===== src/rtl/ram_arbiter_if.sv =====
// Cache-side and RAM-side bus bundle for ram_arbiter; cache buses are flattened,
// port i occupying bits [i*W +: W].
interface ram_arbiter_if #(
   parameter int unsigned ADDR_W = 32,
   parameter int unsigned DATA_W = 32
);
   logic [4*ADDR_W-1:0] m_addr;
   logic [4*DATA_W-1:0] m_data_w;
   logic [3:0]          m_read;
   logic [3:0]          m_write;
   logic [3:0]          m_atomic;
   logic [3:0]          m_wait;
   logic [4*DATA_W-1:0] m_data_r;
   logic [3:0]          m_permit;
   logic [ADDR_W-1:0]   ram_addr;
   logic [DATA_W-1:0]   ram_data_w;
   logic                ram_read;
   logic                ram_write;
   logic                ram_wait;
   logic [DATA_W-1:0]   ram_data_r;

   // Arbiter view.
   modport slave (
      input  m_addr, m_data_w, m_read, m_write, m_atomic, ram_wait, ram_data_r,
      output m_wait, m_data_r, m_permit, ram_addr, ram_data_w, ram_read, ram_write
   );

   // Caches plus shared RAM, as seen from outside the arbiter.
   modport master (
      output m_addr, m_data_w, m_read, m_write, m_atomic, ram_wait, ram_data_r,
      input  m_wait, m_data_r, m_permit, ram_addr, ram_data_w, ram_read, ram_write
   );
endinterface


===== src/rtl/ram_arbiter.sv =====
// Four-port round-robin arbiter in front of a single shared RAM.
// Define ARB_ATOMIC_LOCK_EN to let an atomic cache keep the bus across accesses.
module ram_arbiter #(
   parameter int unsigned ADDR_W = 32,
   parameter int unsigned DATA_W = 32
) (
   input logic          clk,
   input logic          clr_n,
   ram_arbiter_if.slave bus
);

   typedef enum logic [1:0] {StIdle, StAccess, StRelease} state_e;

   state_e              state_q, state_d;
   logic [1:0]          grant_q, grant_d;
   logic [1:0]          last_q, last_d;
   logic [4*DATA_W-1:0] data_r_q, data_r_d;

   logic [3:0] req;
   logic [1:0] pick;
   logic       pick_vld;
   logic       g_req, g_write, g_read;

   assign req     = bus.m_read | bus.m_write;
   assign g_req   = req[grant_q];
   assign g_write = bus.m_write[grant_q];
   // Both strobes high is treated as a write.
   assign g_read  = bus.m_read[grant_q] & ~g_write;

`ifdef ARB_ATOMIC_LOCK_EN
   logic g_atomic;
   assign g_atomic = bus.m_atomic[grant_q];
`else
   logic unused_atomic;
   assign unused_atomic = ^bus.m_atomic;
`endif

   // Scan last+4 down to last+1 so the port right after last wins.
   always_comb begin
      logic [1:0] idx;
      pick     = '0;
      pick_vld = 1'b0;
      idx      = '0;
      for (int k = 4; k >= 1; k--) begin
         idx = last_q + 2'(k);
         if (req[idx]) begin
            pick     = idx;
            pick_vld = 1'b1;
         end
      end
   end

   always_comb begin
      state_d  = state_q;
      grant_d  = grant_q;
      last_d   = last_q;
      data_r_d = data_r_q;
      unique case (state_q)
         StIdle: begin
            if (pick_vld) begin
               grant_d = pick;
               state_d = StAccess;
            end
         end
         StAccess: begin
            if (!g_req) begin
               state_d = StIdle;
               last_d  = grant_q;
            end else if (!bus.ram_wait) begin
               if (g_read) begin
                  data_r_d[grant_q*DATA_W +: DATA_W] = bus.ram_data_r;
               end
               state_d = StRelease;
            end
         end
         StRelease: begin
            state_d = StIdle;
            last_d  = grant_q;
`ifdef ARB_ATOMIC_LOCK_EN
            if (g_atomic && g_req) begin
               state_d = StAccess;
               last_d  = last_q;
            end
`endif
         end
         default: state_d = StIdle;
      endcase
   end

   always_ff @(posedge clk or negedge clr_n) begin
      if (!clr_n) begin
         state_q  <= StIdle;
         grant_q  <= 2'd0;
         last_q   <= 2'd3;
         data_r_q <= '0;
      end else begin
         state_q  <= state_d;
         grant_q  <= grant_d;
         last_q   <= last_d;
         data_r_q <= data_r_d;
      end
   end

   // RAM side is a pure mux of the granted port, forced to zero outside an access.
   always_comb begin
      bus.ram_addr   = '0;
      bus.ram_data_w = '0;
      bus.ram_read   = 1'b0;
      bus.ram_write  = 1'b0;
      if (state_q == StAccess) begin
         bus.ram_addr   = bus.m_addr[grant_q*ADDR_W +: ADDR_W];
         bus.ram_data_w = bus.m_data_w[grant_q*DATA_W +: DATA_W];
         bus.ram_read   = g_read;
         bus.ram_write  = g_write;
      end
   end

   always_comb begin
      bus.m_wait   = '0;
      bus.m_permit = '0;
      for (int i = 0; i < 4; i++) begin
         bus.m_wait[i]   = req[i] & ~((state_q == StRelease) && (grant_q == 2'(i)));
         bus.m_permit[i] = (state_q != StIdle) && (grant_q == 2'(i));
      end
   end

   assign bus.m_data_r = data_r_q;

endmodule


===== src/flat_wrapper.sv =====
// flat-port wrapper written by rule: the top's interface ports become plain ports
module ram_arbiter_flat 
#(
   parameter int unsigned ADDR_W = 32,
   parameter int unsigned DATA_W = 32
)
  (clk, clr_n, bus_m_addr, bus_m_data_w, bus_m_read, bus_m_write, bus_m_atomic, bus_ram_wait, bus_ram_data_r, bus_m_wait, bus_m_data_r, bus_m_permit, bus_ram_addr, bus_ram_data_w, bus_ram_read, bus_ram_write);
  ram_arbiter_if #(.ADDR_W(ADDR_W), .DATA_W(DATA_W)) bus_i ();
  input logic clk;
  input logic clr_n;
  input wire logic [$bits(bus_i.m_addr)-1:0] bus_m_addr;
  input wire logic [$bits(bus_i.m_data_w)-1:0] bus_m_data_w;
  input wire logic [$bits(bus_i.m_read)-1:0] bus_m_read;
  input wire logic [$bits(bus_i.m_write)-1:0] bus_m_write;
  input wire logic [$bits(bus_i.m_atomic)-1:0] bus_m_atomic;
  input wire logic [$bits(bus_i.ram_wait)-1:0] bus_ram_wait;
  input wire logic [$bits(bus_i.ram_data_r)-1:0] bus_ram_data_r;
  output wire logic [$bits(bus_i.m_wait)-1:0] bus_m_wait;
  output wire logic [$bits(bus_i.m_data_r)-1:0] bus_m_data_r;
  output wire logic [$bits(bus_i.m_permit)-1:0] bus_m_permit;
  output wire logic [$bits(bus_i.ram_addr)-1:0] bus_ram_addr;
  output wire logic [$bits(bus_i.ram_data_w)-1:0] bus_ram_data_w;
  output wire logic [$bits(bus_i.ram_read)-1:0] bus_ram_read;
  output wire logic [$bits(bus_i.ram_write)-1:0] bus_ram_write;
  assign bus_i.m_addr = bus_m_addr;
  assign bus_i.m_data_w = bus_m_data_w;
  assign bus_i.m_read = bus_m_read;
  assign bus_i.m_write = bus_m_write;
  assign bus_i.m_atomic = bus_m_atomic;
  assign bus_i.ram_wait = bus_ram_wait;
  assign bus_i.ram_data_r = bus_ram_data_r;
  assign bus_m_wait = bus_i.m_wait;
  assign bus_m_data_r = bus_i.m_data_r;
  assign bus_m_permit = bus_i.m_permit;
  assign bus_ram_addr = bus_i.ram_addr;
  assign bus_ram_data_w = bus_i.ram_data_w;
  assign bus_ram_read = bus_i.ram_read;
  assign bus_ram_write = bus_i.ram_write;
  ram_arbiter #(.ADDR_W(ADDR_W), .DATA_W(DATA_W)) u_core (.clk(clk), .clr_n(clr_n), .bus(bus_i));
endmodule

===== config.mk =====
export PLATFORM = sky130hd
export DESIGN_NAME = ram_arbiter_flat
export DESIGN_NICKNAME = d
export VERILOG_FILES = /design/src/rtl/ram_arbiter_if.sv /design/src/rtl/ram_arbiter.sv /design/src/flat_wrapper.sv
export SDC_FILE = /design/constraint.sdc
export NUM_CORES = 1
export LEC_CHECK = 0
export ABC_CLOCK_PERIOD_IN_PS = 4000
export CORE_AREA = 5 5 193 195
export DETAILED_ROUTE_END_ITERATION = 7
export DIE_AREA = 0 0 198 200
export PLACE_DENSITY = 0.57
export SYNTH_ARGS = -nofsm -noshare
export SYNTH_HDL_FRONTEND = slang
export SYNTH_SLANG_ARGS = --single-unit

===== constraint.sdc =====
create_clock -name clk -period 4 [get_ports clk]
set_clock_uncertainty 0.15 [all_clocks]
set_input_delay 0.8 -clock clk [delete_from_list [all_inputs] [get_ports clk]]
set_output_delay 0.8 -clock clk [all_outputs]
set_load 0.01 [all_outputs]

# Word level (Yosys, flattened, before mapping)
# Cells that the tools add are included.
# totals
reg_bits	134
in_bits	303
out_inout_bits	202
# classes
n_addsub	4
n_lt_le_gt_ge	5
n_eq_ne	8
n_shift	4
muxes	33
n_bitwise	12
reduce_logical	16
# ops
cell	count
indexed part select 128 x 8 -> 32 bit	2
bitwise mux 128 bit	1
variable shift 32 x 34 -> 128 bit, first input constant	1
indexed part select 32 x 34 -> 128 bit	1
two-way mux 32 bit	2
negator 7 -> 34 bit	1
two-way mux 2 bit	8
less-than comparator 2 x 3 -> 1 bit, second input constant	5
binary-select mux 1 bit (select 2 bit)	7
two-way mux 1 bit	13
logical AND 1 bit	8
case mux 2 bit (2 select lines)	2
equality test 2 bit, second input constant	3
inverter 1 bit	6
AND reduction 2 bit	3
AND 1 bit	5
adder 2 bit, second input constant	2
equality test 2 x 1 -> 1 bit, second input constant	2
logical NOT 2 bit	2
bitwise OR 4 bit	1
AND reduction 4 bit	1
nonzero test 2 bit	2
inequality test 3 bit, second input constant	1
adder 2 x 1 -> 2 bit, second input constant	1
2 further kinds	2

# Longest topological paths before layout
# logic_depth
word_depth	9
mapped_depth	8
depth_no_buf	5

# Worst setup path before layout
# OpenSTA, ideal clock, no wires.
# synth_path
path_type	input to output
start	input bus_m_write[0]
end	output bus_ram_read
arrival_time_ps	1909
required_time_ps	3050
setup_slack_ps	1141
stages	3
path_buffers	0
cell_sequence	or3b_1 -> a211oi_4 -> or2_2
# synth_between
elab_chain_len	5
# synth_lines
element	line	rtl
start, declared	flat_wrapper.sv:14	input wire logic [$bits(bus_i.m_write)-1:0] bus_m_write;
binary-select mux 1 bit (select 2 bit)	ram_arbiter.sv:26	assign g_write = bus.m_write[grant_q];
two-way mux 1 bit (implied by the code)	ram_arbiter.sv:26	
inverter 1 bit	ram_arbiter.sv:28	assign g_read = bus.m_read[grant_q] & ~g_write;
AND 1 bit	ram_arbiter.sv:28	
two-way mux 1 bit	ram_arbiter.sv:110	if (state_q == StAccess) begin
end, declared	flat_wrapper.sv:23	output wire logic [$bits(bus_i.ram_read)-1:0] bus_ram_read;
# Every way passes these cells. The select of a mux whose other input is x is not followed.

# Final worst setup path
# layout_path
start	register u_core.grant_q[0]
end	output bus_ram_data_w[8]
# layout_between
elab_chain_len	2
# layout_lines
element	line	rtl
start, declared	ram_arbiter.sv:15	logic [1:0] grant_q, grant_d;
start signal, assigned	ram_arbiter.sv:98	grant_q <= grant_d;
indexed part select 128 x 8 -> 32 bit	ram_arbiter.sv:112	bus.ram_data_w = bus.m_data_w[grant_q*DATA_W +: DATA_W];
two-way mux 32 bit	ram_arbiter.sv:110	
end, declared	flat_wrapper.sv:22	output wire logic [$bits(bus_i.ram_data_w)-1:0] bus_ram_data_w;
# Every way passes these cells.

==> results.py <==
metrics = {
    "status": {
        "status": "complete, no violations",
    },
    "cts": {
        "cts_max_level": 4,
        "cts_resized": 0,
        "clock-sinks": 134,
        "clkSlewWorstSetupHoldPaths_ns": 0.07,
        "postCtsSetupRepairBufs": 0,
        "cts_hold_buf": 0,
        "cts_made_buffers": 17,
        "clk-insertion-delay-late_ns": 0.42,
        "cts_buffer_depth": 2,
        "cts_tree": "built",
        "root_buffer": "clkbuf_16",
    },
    "yosys": {
        "syn-num-nets": 1082,
        "synthFlopType": "dfrtp_1",
        "yosysSeqAreaShare_pct": 39.9,
        "synth_cell_types": 45,
        "netlist_instances": 772,
        "ys_warn_count": 0,
        "ys_seq_elements": 134,
        "synth_enable_flop_cells": 0,
        "synthArstFlopShare_pct": 100,
        "synth_area_mm2": 0.00842,
        "syn_avg_cell_area_um2": 10.9,
    },
    "worst_setup_path": {
        "crit-reg2reg-launch": "u_core.grant_q[1]",
        "startpoint_type": "flop",
        "critical_path_class": "flop to output port",
        "timing.rr.end": "u_core.bus.m_data_r[93]",
        "crit_start": "u_core.grant_q[0]",
        "r2r.worst_path.cells": 7,
        "slowest_delay_ns": 0.78,
        "ff2ff_setup_slack_ns": 1.03,
        "path_max_fanout": 32,
        "worstPathRequired_ns": 3.05,
        "end_kind": "output port",
        "cpMaxStageDelayCell": "dfrtp_4",
        "path_cells": "buf_12 -> mux4_2 -> and2_1 -> clkdlybuf4s50_1",
        "arrival_ns": 2.88,
        "cp_top_family": "buffers and inverters",
        "path_buf_inv": 2,
    },
    "die": {
        "rows": 69,
        "ios": 505,
        "core_mm2": 0.0352,
        "die_area_mm2": 0.0396,
        "start_util_pct": 23.9,
        "die_h_um": 200,
        "die_x_um": 198,
    },
    "detailed_routing": {
        "final_antenna_net_count": 0,
        "wl_per_cell_um": 23.2,
        "drcViolationCount": 0,
        "vias": 7612,
        "avgViaCountPerCell": 4.37,
        "drt_pre_antenna_iters": 4,
        "dr.first_iter.drc_count": 259,
        "drt_wl_total_mm": 40.4,
    },
    "sta": {
        "fin_crit_ns": 3.83,
        "fmax_mhz": 261,
        "fin_setup_tns_ns": 0,
        "tightest_slew_ns": 0.930,
        "setup_ws_ns": 0.171,
        "finalMaxSlewViolations": 0,
        "hold_viol_final": 0,
        "relSlewSlack_pct": 38.0,
        "rsz0062_at_grt": "no",
        "final-setup-viol-count": 0,
        "fin_crit_sh_pct": 95.7,
    },
    "final_layout": {
        "final_util_pct": 41.1,
        "fillers": 3461,
        "fin_nets": 1575,
        "drive_gt1_share_pct": 11.0,
        "syn_to_final_growth_pct": 71.9,
    },
    "flow_run": {
        "max_cap_viol_count": 0,
    },
    "power_and_ir_drop": {
        "seq_power_share_pct": 23.8,
        "clockPowerShare_pct": 15.7,
        "internal-power_mw": 6.45,
        "power.density_mw_per_mm2": 733,
        "pwr-share-comb_pct": 60.5,
        "vdd_drop_max_v": 0.000299,
        "power.share.switching_pct": 39.2,
        "p_leak_nw": 6.81,
        "netSwitchingPower_mw": 4.16,
    },
    "placement": {
        "numPortBuffers": 500,
        "post-place-ws_ns": 0.270,
        "place_hpwl_mm": 33.0,
        "place_congestion": 0.945,
    },
    "global_routing": {
        "grt_pass1_vias": 8155,
        "overflow": 0,
        "antenna_found_initial": 7,
        "grt_pass1_wl_mm": 57.6,
        "grt_util_all_layers_pct": 19.8,
        "grt_start_max_net_pins": 99,
    },
    "hold_path": {
        "hp-class": "primary input to asynchronous set/reset pin",
    },
}
## registers in the layout, indices dropped and copies added (netlist names)
| register | flops |
|---|---|
| u_core.grant_q | 2 |
| u_core.bus.m_data_r | 128 |
| u_core.state_q | 2 |
| u_core.last_q | 2 |
## metal layers
layer | wire length, um | track usage (%) | vias to the layer above
met3 | 2900 | 5.10 | 26
met4 | 377 | 2.98 | 6
met1 | 16600 | 25.3 | 3720
met2 | 20500 | 34.7 | 303
met5 | 39 | 0 | -
li1 | - | - | 3557
## cell usage in the layout, fill, tap and decap left out, drive strengths merged, types with 5 or more instances in the layout
cell / n
o21ai: 7
nor3: 6
mux2i: 130
nand2: 130
a21oi: 5
inv: 136
nor2: 9
and2: 64
clkdlybuf4s50: 499
and2b: 6
clkbuf: 18
buf: 22
ha: 7
dfrtp: 132
mux4: 64
## worst register-to-register path: cells and delay by family, from the launching register on
kind,cells,cell delay [ns]
buffers and inverters,3,1.00
multiplexers,2,0.69
AO/OA/AOI/OAI,1,0.56
flip-flops,1,0.45
AND/OR/NAND/NOR,1,0.06
## synthesized netlist by cell type, types with 4 or more instances
master	instances	area share, %
nor2b_1	4	0.30
clkbuf_1	11	0.49
buf_2	10	0.59
dfrtp_1	132	39
dlygate4sd1_1	10	1.0
a21oi_1	5	0.30
ha_1	7	1.0
nor2_1	9	0.40
inv_1	130	5.8
buf_6	13	1.7
o21ai_4	4	0.77
nand2_1	130	5.8
and2_1	64	4.8
mux4_2	64	17
mux2i_1	130	15
nor3_1	6	0.36
## worst max path at each step
stage                              endpoint  cells after the start
final                     bus_ram_data_w[8]                      4
after global routing      bus_ram_data_w[6]                      4
after CTS                 bus_ram_data_w[7]                      4
after detailed placement       bus_ram_read                      5
after global placement         bus_ram_read                      5
after floorplan                bus_ram_read                      3
## power by group through the flow
stage,Combinational [mW],Sequential (mW),Clock [mW]
5_1_grt,6.90,2.64,1.76
3_3_place_gp,6.53,2.53,0
3_5_place_dp,6.56,2.55,0
6_report,6.42,2.52,1.67
2_1_floorplan,2.75,2.74,0
4_1_cts,6.59,2.53,1.70
## per-stage QoR
step	power, mW	hold slack [ns]	cell area, um^2	instances
2_1_floorplan	5.49	0.354	8420	772
3_3_place_gp	9.06	0.359	13900	1707
3_5_place_dp	9.11	0.362	13900	1707
4_1_cts	10.8	0.372	14500	1739
5_1_grt	11.3	0.393	14500	1740
6_report	10.6	0.333	14500	1740
## cells by family after synthesis
kind of cell | after synthesis | synth area share [%]
AND/OR/NAND/NOR | 235 | 13.8
multiplexers | 196 | 32.9
buffers and inverters | 178 | 10.1
flip-flops | 134 | 39.9
AO/OA/AOI/OAI | 22 | 2.33
adder cells (fa/ha/maj) | 7 | 1.04
## area by class of cell
cell class                 count  area (um^2)  area share [%]
timing repair buffer         521         5190            35.9
multi-input combinational    460         4230            29.2
sequential                   134         3360            23.2
tap                          461          577            3.99
inverter                     131          492            3.40
clock buffer                  18          429            2.97
clock inverter                14          190            1.31
antenna                        1         2.50          0.0173
No activity file was read; power rests on OpenSTA's default activity.
